## src/rtl/hour_counter.sv

```systemverilog
// Hour stage of the timekeeping chain: counts minute-rollover pulses 0-23,
// supports manual up/down setting, and drives registered 24 h / 12 h BCD digits.
module hour_counter #(
  parameter logic [4:0] RESET_HOUR = 5'd0
) (
  input  logic       clk,
  input  logic       rst,
  input  logic       up,
  input  logic       down,
  input  logic       signal,
  input  logic       manual_set,
  input  logic       mode_12h,
  output logic [4:0] hour,
  output logic [3:0] disp_tens,
  output logic [3:0] disp_ones,
  output logic       pm,
  output logic       signal_out
);

  localparam int          RESET_INT  = int'(RESET_HOUR);
  localparam logic [3:0]  RESET_TENS = 4'(RESET_INT / 10);
  localparam logic [3:0]  RESET_ONES = 4'(RESET_INT % 10);
  localparam logic        RESET_PM   = (RESET_HOUR >= 5'd12);

  logic [4:0] r_hour;
  logic       r_signal_out;
  logic [3:0] r_disp_tens;
  logic [3:0] r_disp_ones;
  logic       r_pm;

  logic [4:0] w_next_hour;
  logic       w_carry;
  logic [4:0] w_disp_val;
  logic [3:0] w_tens;
  logic [3:0] w_ones;

  // Out-of-range hours (24-31) recover to 0 going up and to 23 going down.
  always_comb begin
    // NOTE: every combinational output gets a default first so no path can infer a latch.
    w_next_hour = r_hour;
    w_carry     = 1'b0;
    if (manual_set) begin
      if (up) begin
        w_next_hour = (r_hour >= 5'd23) ? 5'd0 : r_hour + 5'd1;
      end else if (down) begin
        w_next_hour = (r_hour == 5'd0 || r_hour > 5'd23) ? 5'd23 : r_hour - 5'd1;
      end
    end else if (signal) begin
      if (r_hour == 5'd23) begin
        w_next_hour = 5'd0;
        w_carry     = 1'b1;
      end else if (r_hour > 5'd23) begin
        w_next_hour = 5'd0;
      end else begin
        w_next_hour = r_hour + 5'd1;
      end
    end
  end

  always_comb begin
    w_disp_val = r_hour;
    if (mode_12h) begin
      if (r_hour == 5'd0) begin
        w_disp_val = 5'd12;
      end else if (r_hour > 5'd12) begin
        w_disp_val = r_hour - 5'd12;
      end
    end
  end

  // Binary to two BCD digits; the value never exceeds 31.
  always_comb begin
    w_tens = 4'd0;
    w_ones = 4'(w_disp_val);
    if (w_disp_val >= 5'd30) begin
      w_tens = 4'd3;
      w_ones = 4'(w_disp_val - 5'd30);
    end else if (w_disp_val >= 5'd20) begin
      w_tens = 4'd2;
      w_ones = 4'(w_disp_val - 5'd20);
    end else if (w_disp_val >= 5'd10) begin
      w_tens = 4'd1;
      w_ones = 4'(w_disp_val - 5'd10);
    end
  end

  always_ff @(posedge clk or posedge rst) begin
    if (rst) begin
      r_hour       <= RESET_HOUR;
      r_signal_out <= 1'b0;
      r_disp_tens  <= RESET_TENS;
      r_disp_ones  <= RESET_ONES;
      r_pm         <= RESET_PM;
    end else begin
      // NOTE: non-blocking assignments so the display samples the pre-edge hour,
      // which gives it exactly one cycle of lag behind the count.
      r_hour       <= w_next_hour;
      r_signal_out <= w_carry;
      r_disp_tens  <= w_tens;
      r_disp_ones  <= w_ones;
      r_pm         <= (r_hour >= 5'd12);
    end
  end

  assign hour       = r_hour;
  assign signal_out = r_signal_out;
  assign disp_tens  = r_disp_tens;
  assign disp_ones  = r_disp_ones;
  assign pm         = r_pm;

endmodule

```

## config.mk

```make
export PLATFORM = sky130hd
export DESIGN_NAME = hour_counter
export DESIGN_NICKNAME = d
export VERILOG_FILES = /design/src/rtl/hour_counter.sv
export SDC_FILE = /design/constraint.sdc
export NUM_CORES = 1
export LEC_CHECK = 0
export BUFFER_PORTS_ARGS = -buffer_cell sky130_fd_sc_hd__clkbuf_2
export CAP_MARGIN = 30
export CORE_ASPECT_RATIO = 0.8
export CORE_UTILIZATION = 45
export CTS_CLUSTER_SIZE = 8
export DETAILED_ROUTE_END_ITERATION = 10
export PLACE_DENSITY = 0.67
export SLEW_MARGIN = 20
export SYNTH_ARGS = -nofsm -noshare
export SYNTH_HDL_FRONTEND = slang
export SYNTH_SLANG_ARGS = --single-unit
```

## constraint.sdc

```tcl
create_clock -name clk -period 3.5 [get_ports clk]
set_clock_uncertainty 0.05 [all_clocks]
set_input_delay 0.35 -clock clk [delete_from_list [all_inputs] [get_ports clk]]
set_output_delay 0.35 -clock clk [all_outputs]
set_load 0.05 [all_outputs]
```

## Yosys cells after proc, flatten, opt, wreduce, memory -nomap -nowiden

Index checks and enable logic that the tools add are counted.
W data, S select, Z words.

- Input bits: 7
- Output and inout bits: 15
- Word-level logic and storage cells: 44
- Flip-flop bits (word level): 15

- Mux-type cells: 20
- Add/subtract/negate cells: 6
- Reductions and logical operators: 4
- Equal/unequal tests: 2
- Magnitude comparators: 7

Operator list:

| operator | count |
|---|---|
| $mux W5 | 11 |
| $ge A5 B5 Y1 const B | 3 |
| $mux W4 | 3 |
| $ge A5 B4 Y1 const B | 2 |
| $sub A4 B4 Y4 const B | 2 |
| $add A5 B1 Y5 const B | 1 |
| $eq A5 B5 Y1 const B | 1 |
| $gt A5 B4 Y1 const B | 1 |
| $gt A5 B5 Y1 const B | 1 |
| $logic_not A5 Y1 | 1 |
| $sub A5 B1 Y5 const B | 1 |
| $sub A5 B4 Y5 const B | 1 |
| $mux W1 | 4 |
| $mux W2 | 2 |
| $sub A4 B3 Y4 const B | 1 |
| $ne A3 B3 Y1 const B | 1 |
| $reduce_and A2 Y1 | 1 |
| $reduce_bool A2 Y1 | 1 |
| $logic_or A1 B1 Y1 | 1 |

## Depth between registers and ports, before layout

Gate-level depths: netlist of run 1.

- Word-level depth: 8
- Gate-level depth with buffers: 13
- Depth with buffers taken out: 12

## Worst setup path before layout of run 1

OpenSTA, ideal clock, no wires.

- Path kind: register to register
- From: reg r_hour[3], in the netlist hour[3]
- To: reg r_disp_ones[2], in the netlist disp_ones[2]
- Library setup time: 0.124 ns
- Buffers on the path: 1
- Clock period less this slack: 2.979 ns
- Required time: 3.326 ns
- Cell stages (with the launch flop): 13
- Path slack: 0.521 ns
- Data arrival time: 2.805 ns
- Cells stage by stage: dfrtp_1 -> buf_2 -> inv_1 -> ha_1 -> nand4b_1 -> o21ai_1 -> a31o_1 -> ha_1 -> a221oi_1 -> o31a_2 -> or3_1 -> o31ai_1 -> a211o_1

- Longest elaborated chain between the ends: 8
- Elaborated cells on any way between the ends: 15
- Those cells by class: add/sub (4); order compare (4); mux (6); reduce/logical (1)

RTL lines:

| item | line | RTL |
|---|---|---|
| start: declaration | 25 | `logic [4:0] r_hour;` |
| start signal: assignment | 97 | `r_hour <= w_next_hour;` |
| $sub A5 B4 Y5 / $gt A5 B4 Y1 (equally long branches) | 66, 65 |  |
| $mux W5 | 65 | `end else if (r_hour > 5'd12) begin` |
| $mux W5 | 63 | `if (r_hour == 5'd0) begin` |
| $mux W5 * | 62 | `if (mode_12h) begin` |
| $ge A5 B4 Y1 / $sub A4 B4 Y4 (equally long branches) | 81, 83 |  |
| $mux W4 | 81 | `end else if (w_disp_val >= 5'd10) begin` |
| $mux W4 | 78 | `end else if (w_disp_val >= 5'd20) begin` |
| $mux W4 * | 75 | `if (w_disp_val >= 5'd30) begin` |
| named net w_ones[2] | 35 | `logic [3:0] w_ones;` |
| end signal: assignment | 100 | `r_disp_ones <= w_ones;` |
| end: declaration | 28 | `logic [3:0] r_disp_ones;` |

The timed path passes the listed nets; every way through them passes the cells marked *.
A chain may end at the register's enable or synchronous reset.

## Final worst setup path of run 1

- From: reg r_hour[0], in the netlist hour[0]
- To: reg r_disp_ones[2], in the netlist disp_ones[2]

- Longest elaborated chain between the ends: 8
- Elaborated cells on any way between the ends: 15
- Those cells by class: add/sub (4); order compare (4); mux (6); reduce/logical (1)

RTL lines:

| item | line |
|---|---|
| $sub A5 B4 Y5 / $gt A5 B4 Y1 (equally long branches) | 66, 65 |
| $mux W5 | 65 |
| $mux W5 | 63 |
| $mux W5 * | 62 |
| $sub A4 B4 Y4 / $ge A5 B4 Y1 (equally long branches) | 83, 81 |
| $mux W4 | 81 |
| $mux W4 | 78 |
| $mux W4 * | 75 |
| named net w_ones[2] | 35 |

Marks and branches as above.

==> results.py, run 1 <==
metrics = {
    "clock_tree": {
        "cts.sinks": 13,
        "cts-root-buf": "clkbuf_4",
        "htreeDepth": 1,
        "cts_setup_buffers": 0,
        "clk_path_buf_depth": 2,
        "hold_buffers": 0,
        "insertion_delay_ns": 0.27,
        "clk_pin_slew_worst_paths_ns": 0.08,
        "cts_resized": 0,
        "numCtsBuffers": 3,
        "tritoncts": "built",
    },
    "die": {
        "rows": 15,
        "die_area_um2": 2750,
        "ios": 22,
        "die_y_um": 47.1,
        "core-area_um2": 2270,
        "die_w_um": 58.3,
        "initial_core_util": 0.503,
    },
    "routing": {
        "vias": 1057,
        "first_iter_violations": 60,
        "drc": 0,
        "vias_per_cell": 5.62,
        "drt_pass1_iterations": 4,
        "ant_nets": 0,
        "wl_per_cell_um": 14.3,
        "wirelength_um": 2680,
    },
    "layout": {
        "layout-drive-gt1-share": 0.214,
        "final_common_cell": "clkbuf_2",
        "antenna_cells": 0,
        "area.growth.synth_to_final_pct": 12.5,
        "layout_common_cells": "clkbuf_2, nand2_1, dfrtp_1, ha_1",
        "nets": 174,
    },
    "global_routing": {
        "gr-total-overflow": 0,
        "grt_pass1_vias": 904,
        "antenna_found_initial": 0,
        "grt_start_max_net_pins": 18,
        "grt_pass1_wl_um": 4310,
        "track_usage": 0.212,
    },
    "critical_path": {
        "end_kind": "register",
        "crit_path_max_fanout": 7,
        "cp.arrival_ns": 3.14,
        "cp-start-kind": "register",
        "crit_required_ns": 3.61,
        "max_stage_delay_ns": 0.46,
        "crit_chain": "inv_1 -> ha_1 -> nand4b_1 -> o21ai_1 -> a31o_1 -> inv_1 -> ha_1 -> o21ai_0 -> nand2_1 -> a21oi_2 -> mux2_4 -> a211o_1",
        "critPathSlowestCell": "dfrtp_1",
        "worstSetupPathType": "register to register",
    },
    "worst_hold_path": {
        "hold_path_class": "primary input to async pin",
    },
    "logic_synthesis": {
        "avgSynthCellArea_um2": 8.52,
        "synth_cells": 134,
        "synth-seq-area-share": 0.285,
        "ys_seq_elements": 13,
        "synth_cell_types": 48,
        "yosysWarnings": 0,
        "synth_area_um2": 1140,
    },
    "status": {
        "status": "complete, no violations",
    },
    "sta": {
        "fin_setup_tns_ns": 0,
        "finalSetupViolCount": 0,
        "rsz0062_at_grt": "no",
        "post-route-min-period_ns": 3.03,
        "drv_slew": 0,
        "max_freq_mhz": 330,
        "finalHoldViolCount": 0,
        "worst_pin_slew_ns": 0.731,
        "max-slew-margin-rel": 0.513,
        "min_period_over_period": 0.865,
    },
    "flow_run": {
        "maxCapViolations": 0,
    },
    "placed_design": {
        "port_buffers": 19,
        "place_hpwl_um": 2060,
        "gp_congestion": 0.837,
    },
}
-- worst max-delay path, delay by kind of cell (launching register included) --
family	cells	cell delay, ns
buf+inv	2	0.30
simple gates	2	0.32
mux	1	0.32
fa+ha+maj	2	0.48
compound gates	5	0.97
flops	1	0.46
-- per-stage QoR --
step                cell area, µm²  hold slack (ns)  std cells   util  worst slack, ns
finish                        1280           0.0165        188  0.566            0.472
global route                  1280           0.0489        188  0.566            0.248
CTS                           1280           0.0222        188  0.566            0.495
detailed placement            1260            0.320        184  0.554            0.526
global placement              1260            0.316        184  0.554            0.560
floorplan                     1150            0.177        135      -            0.521
-- flip-flops by register name, indices dropped and copies added (netlist names) --
name / count
pm: 1
disp_tens: 2
disp_ones: 4
hour: 5
signal_out: 1
-- layer usage --
layer / GRT usage / up-vias / wire, µm / part of all wire
met5: 0 / - / 0 / 0
met4: 0.0905 / 0 / 26 / 0.0097
met3: 0.0165 / 3 / 165 / 0.061
met2: 0.303 / 46 / 1160 / 0.43
met1: 0.327 / 488 / 1330 / 0.50
li1: - / 520 / - / -
-- final cells by class --
type / count / area, µm²
clock buffer: 4 / 26.3
inverter: 8 / 30.0
fill: 207 / 986
timing repair buffer: 21 / 110
multi-input combinational: 108 / 751
tap: 34 / 42.5
sequential: 13 / 325
-- worst paths after layout --
| kind | from | to | slack (ns) | cells after the start |
|---|---|---|---|---|
| min in group clk | manual_set | signal_out | 0.23 | 2 |
| max in group asynchronous | rst | disp_ones[3] | 3.06 | 2 |
| max | hour[0] | disp_ones[2] | 0.47 | 12 |
| max reg2reg | hour[0] | disp_ones[2] | 0.47 | 12 |
| min | rst | pm | 0.02 | 2 |
| min reg2reg | hour[0] | hour[0] | 0.57 | 1 |
-- cells in the mapped netlist, drive strengths merged --
cell / count / area share
and2: 2 / 0.011
inv: 8 / 0.026
xor2: 1 / 0.0077
mux2: 1 / 0.013
a21boi: 1 / 0.0066
dfrtp: 13 / 0.28
a221o: 1 / 0.0088
a221oi: 2 / 0.015
nor3: 3 / 0.013
nand3b: 1 / 0.0066
nand4b: 1 / 0.0077
and4: 1 / 0.0077
a32oi: 1 / 0.0077
a41oi: 1 / 0.0077
a31oi: 1 / 0.0055
a211o: 2 / 0.015
ha: 12 / 0.13
xnor2: 2 / 0.015
clkbuf: 1 / 0.0033
o22a: 1 / 0.0077
a211oi: 1 / 0.0066
a31o: 2 / 0.015
a21o: 3 / 0.021
nand2: 14 / 0.048
buf: 5 / 0.032
o22ai: 1 / 0.0055
nand2b: 5 / 0.027
mux2i: 1 / 0.0088
a311o: 1 / 0.0088
o21ai: 7 / 0.034
conb: 1 / 0.0033
nor2b: 1 / 0.0055
o31ai: 3 / 0.020
nand3: 3 / 0.013
o31a: 1 / 0.0088
nor2: 11 / 0.036
and3: 1 / 0.0055
a21oi: 14 / 0.071
nor4b: 1 / 0.013
or3: 1 / 0.0055
and4b: 1 / 0.0088
-- kinds of logic (layout without fill, tap and decap cells) --
group,count (synthesis),count (layout),synth area share
AND/OR/NAND/NOR,46,46,0.209
multiplexers,2,2,0.0219
buffers and inverters,14,33,0.0613
XOR/XNOR,3,3,0.0230
flip-flops,13,13,0.285
adder cells (fa/ha/maj),12,12,0.131
other,1,2,0.00328
AO/OA/AOI/OAI,43,43,0.265
Power of run 1 is not shown: default switching activity piles up to over one toggle a cycle in this logic, so the estimate is an artifact.
==> inputs of run 2 (changes only) <==
--- a/config.mk
+++ b/config.mk
@@ -9,9 +9,11 @@
 export CAP_MARGIN = 30
 export CORE_ASPECT_RATIO = 0.8
 export CORE_UTILIZATION = 45
+export CTS_BUF_LIST = sky130_fd_sc_hd__clkbuf_4
 export CTS_CLUSTER_SIZE = 8
 export DETAILED_ROUTE_END_ITERATION = 10
 export PLACE_DENSITY = 0.67
+export RECOVER_POWER = 25
 export SLEW_MARGIN = 20
 export SYNTH_ARGS = -nofsm -noshare
 export SYNTH_HDL_FRONTEND = slang
==> run 2 against run 1 <==
Design area up 0.29%; cell count unchanged; hold slack better by 0.0035 ns; largest cell class unchanged; critical path depth fell by 1.
==> results.py, run 2 (same netlist as run 1, synthesis figures left out) <==
metrics = {
    "layout": {
        "final_common_cell": "clkbuf_2",
        "largest_register_ff_count": 5,
        "antenna_cells": 0,
        "nets": 174,
        "layout-drive-gt1-share": 0.221,
        "stdcell_area_um2": 1290,
        "fill_cells": 210,
        "area.growth.synth_to_final_pct": 12.8,
        "layout_common_cells": "clkbuf_2, nand2_1, dfrtp_1, ha_1",
    },
    "critical_path": {
        "crit_chain": "inv_1 -> ha_1 -> nand4b_1 -> o21ai_1 -> a31o_1 -> ha_1 -> a221oi_1 -> o31a_2 -> nand2_1 -> a221oi_1 -> a311o_1",
        "reg2reg_depth": 11,
        "cp_top_family": "compound AO/OA/AOI/OAI gates",
        "worstSetupPathDepth": 11,
        "end_kind": "register",
        "cp.arrival_ns": 3.18,
        "crit_required_ns": 3.65,
        "worst-path-buf-inv": 1,
        "worstSetupPathType": "register to register",
        "max_stage_delay_ns": 0.64,
        "cp-start-kind": "register",
        "critPathSlowestCell": "dfrtp_1",
        "reg2reg_slack_ns": 0.47,
        "crit_path_max_fanout": 14,
    },
    "clock_tree": {
        "clk_pin_slew_worst_paths_ns": 0.08,
        "clk_path_buf_depth": 2,
        "tritoncts": "built",
        "numCtsBuffers": 3,
        "insertion_delay_ns": 0.27,
        "cts_setup_buffers": 0,
        "cts-root-buf": "clkbuf_4",
        "htreeDepth": 1,
        "cts.sinks": 13,
        "hold_buffers": 0,
        "cts_resized": 0,
    },
    "flow_run": {
        "maxCapViolations": 0,
    },
    "routing": {
        "vias": 1075,
        "ant_nets": 0,
        "first_iter_violations": 57,
        "wirelength_um": 2700,
        "vias_per_cell": 5.72,
        "drt_pass1_iterations": 4,
        "wl_per_cell_um": 14.3,
        "drc": 0,
    },
    "sta": {
        "finalSetupViolCount": 0,
        "drv_slew": 0,
        "hold_slack_ns": 0.0200,
        "worst_pin_slew_ns": 0.735,
        "max_freq_mhz": 330,
        "finalHoldViolCount": 0,
        "max-slew-margin-rel": 0.510,
        "fin_setup_tns_ns": 0,
        "rsz0062_at_grt": "no",
        "min_period_over_period": 0.865,
        "post-route-min-period_ns": 3.03,
    },
    "global_routing": {
        "grtUsageMet3": 0.0165,
        "gr-total-overflow": 0,
        "track_usage": 0.210,
        "grt_use_met1": 0.327,
        "grt.met2_usage": 0.303,
        "grt_pass1_wl_um": 4310,
        "antenna_found_initial": 0,
        "grt-busiest-layer": "met1",
        "grt_start_max_net_pins": 18,
        "grt_pass1_vias": 904,
    },
    "placed_design": {
        "port_buffers": 19,
        "place_hpwl_um": 2060,
        "gp_congestion": 0.837,
        "place_area_um2": 1260,
    },
    "die": {
        "core-area_um2": 2270,
        "initial_core_util": 0.503,
        "ios": 22,
        "die_area_um2": 2750,
        "die_y_um": 47.1,
        "rows": 15,
        "die_w_um": 58.3,
    },
    "status": {
        "status": "complete, no violations",
    },
    "worst_hold_path": {
        "hold_path_class": "primary input to async pin",
    },
}
==> run 2: cell types whose count changed in the layout (fill, tap and decap cells not counted) <==
cell,before,now
clkbuf_1,1,0
clkbuf_4,3,4
==> run 2: stage by stage <==
step | setup slack, ns | util | instances
2_1_floorplan | 0.521 | - | 135
3_3_place_gp | 0.560 | 0.554 | 184
3_5_place_dp | 0.526 | 0.554 | 184
4_1_cts | 0.497 | 0.567 | 188
5_1_grt | 0.249 | 0.567 | 188
6_report | 0.474 | 0.567 | 188
==> run 2: worst paths after layout <==
| check | startpoint | to |
|---|---|---|
| setup / recovery | hour[3] | disp_ones[3] |
| hold / removal | rst | pm |
| setup reg to reg | hour[3] | disp_ones[3] |
| hold reg to reg | hour[0] | hour[0] |
| max in group asynchronous | rst | disp_ones[3] |
| min in group clk | manual_set | signal_out |
==> run 2: cell type report <==
type / count / area (µm²) / area share
multi-input cells: 108 / 751 / 0.583
flip-flops and latches: 13 / 325 / 0.252
repair buffers: 21 / 110 / 0.0854
well taps: 34 / 42.5 / 0.0330
clock buffers: 4 / 30.0 / 0.0233
inverters: 8 / 30.0 / 0.0233
==> run 2: per-layer routing <==
layer / wire length, µm / share of wire / vias to the layer above
li1: - / - / 522
met1: 1380 / 0.51 / 513
met2: 1160 / 0.43 / 38
met3: 135 / 0.050 / 2
met4: 14 / 0.0052 / 0
met5: 0 / 0 / -
Power of run 2 is left out for the same reason.
==> inputs of run 3 (changes only) <==
--- a/config.mk
+++ b/config.mk
@@ -12,7 +12,7 @@
 export CTS_BUF_LIST = sky130_fd_sc_hd__clkbuf_4
 export CTS_CLUSTER_SIZE = 8
 export DETAILED_ROUTE_END_ITERATION = 10
-export PLACE_DENSITY = 0.67
+export PLACE_DENSITY_LB_ADDON = 0.3
 export RECOVER_POWER = 25
 export SLEW_MARGIN = 20
 export SYNTH_ARGS = -nofsm -noshare
==> run 3 against run 2 <==
The run now ends with hold timing left; count of clock-buffer cells in the layout unchanged; worst setup slack got worse by 0.14 ns; wire length decreased by 4.6%; critical path type unchanged; largest cell class unchanged.
==> results.py, run 3 (same netlist as run 1, synthesis figures left out) <==
metrics = {
    "status": {
        "status": "complete, but fails checks",
        "violations": "hold timing",
    },
    "flow_run": {
        "maxCapViolations": 0,
    },
    "clock_tree": {
        "clk_path_buf_depth": 2,
        "tritoncts": "built",
        "cts.sinks": 13,
        "cts_resized": 0,
        "htreeDepth": 1,
        "cts-root-buf": "clkbuf_4",
        "numCtsBuffers": 3,
        "clk_pin_slew_worst_paths_ns": 0.09,
        "hold_buffers": 0,
        "insertion_delay_ns": 0.28,
        "cts_setup_buffers": 0,
    },
    "routing": {
        "drt_pass1_iterations": 4,
        "drc": 0,
        "first_iter_violations": 65,
        "ant_nets": 0,
        "vias": 1061,
        "wirelength_um": 2570,
        "wl_per_cell_um": 13.8,
        "vias_per_cell": 5.70,
    },
    "die": {
        "die_area_um2": 2750,
        "die_w_um": 58.3,
        "rows": 15,
        "core-area_um2": 2270,
        "initial_core_util": 0.503,
        "die_y_um": 47.1,
        "ios": 22,
    },
    "global_routing": {
        "grt_pass1_wl_um": 4080,
        "grt_start_max_net_pins": 18,
        "antenna_found_initial": 0,
        "gr-total-overflow": 0,
        "track_usage": 0.201,
        "grt_pass1_vias": 859,
    },
    "sta": {
        "max-slew-margin-rel": 0.477,
        "finalHoldViolCount": 6,
        "hold_slack_ns": -0.00459,
        "post-route-min-period_ns": 3.16,
        "worst_pin_slew_ns": 0.784,
        "min_period_over_period": 0.904,
        "fin_setup_tns_ns": 0,
        "drv_slew": 0,
        "max_freq_mhz": 316,
        "finalSetupViolCount": 0,
        "rsz0062_at_grt": "no",
    },
    "layout": {
        "largest_register_ff_count": 5,
        "antenna_cells": 0,
        "fill_cells": 222,
        "final_common_cell": "clkbuf_2",
        "layout_common_cells": "clkbuf_2, nand2_1, dfrtp_1, ha_1",
        "area.growth.synth_to_final_pct": 11.5,
        "layout-drive-gt1-share": 0.211,
        "nets": 172,
    },
    "critical_path": {
        "crit_top_cell": "ha_1",
        "critPathSlowestCell": "dfrtp_1",
        "reg2reg_depth": 11,
        "end_kind": "register",
        "worstSetupPathType": "register to register",
        "r2r_start": "hour[2]",
        "crit_path_max_fanout": 15,
        "cp-start-kind": "register",
        "cp.arrival_ns": 3.27,
        "crit_required_ns": 3.60,
        "crit_chain": "inv_1 -> ha_1 -> nand4b_1 -> o21ai_1 -> a31o_1 -> ha_1 -> a221oi_1 -> o31a_2 -> or3_1 -> o31ai_1 -> a211o_1",
        "reg2reg_to": "disp_ones[2]",
        "max_stage_delay_ns": 0.67,
        "reg2reg_slack_ns": 0.34,
    },
    "placed_design": {
        "gp_congestion": 0.901,
        "port_buffers": 19,
        "place_hpwl_um": 1960,
    },
    "worst_hold_path": {
        "hold_path_class": "primary input to async pin",
    },
}
==> run 3: worst max path at each step <==
stage / startpoint / to / slack (ns) / depth (start not counted)
6_report: hour[2] / disp_ones[2] / 0.34 / 11
5_1_grt: hour[2] / disp_ones[2] / 0.17 / 11
4_1_cts: hour[2] / disp_ones[2] / 0.39 / 11
3_5_place_dp: hour[2] / disp_ones[2] / 0.41 / 11
3_3_place_gp: hour[2] / disp_ones[3] / 0.49 / 10
2_1_floorplan: hour[3] / disp_ones[2] / 0.52 / 12
==> run 3: critical path: cells and delay by family, from the launching register on <==
family / cells / cell delay [ns]
AND/OR/NAND/NOR: 2 / 0.32
adder cells (fa/ha/maj): 2 / 0.49
flip-flops: 1 / 0.67
buffers and inverters: 1 / 0.18
AO/OA/AOI/OAI: 6 / 1.31
==> run 3: per-layer routing <==
| layer | up-vias | wire (µm) | global-route usage |
|---|---|---|---|
| met3 | 5 | 122 | 0.0138 |
| met5 | - | 0 | 0 |
| met2 | 46 | 1010 | 0.271 |
| met4 | 0 | 43 | 0.0905 |
| li1 | 519 | - | - |
| met1 | 491 | 1400 | 0.321 |
==> run 3: final cells by class <==
cell class | count | area [µm²] | area share
Sequential cell | 13 | 325 | 0.255
Inverter | 8 | 30.0 | 0.0236
Timing Repair Buffer | 19 | 95.1 | 0.0747
Tap cell | 34 | 42.5 | 0.0334
Multi-Input combinational cell | 108 | 751 | 0.589
Clock buffer | 4 | 30.0 | 0.0236
==> run 3: stage by stage <==
stage               worst slack (ns)   util  instance area [µm²]  hold WS [ns]  std cells
finish                         0.338  0.561                 1270      -0.00459        186
global route                   0.165  0.561                 1270        0.0534        186
CTS                            0.388  0.561                 1270        0.0169        186
detailed placement             0.414  0.548                 1240         0.323        182
global placement               0.491  0.548                 1240         0.320        182
floorplan                      0.521      -                 1150         0.177        135
Power of run 3 is left out for the same reason.
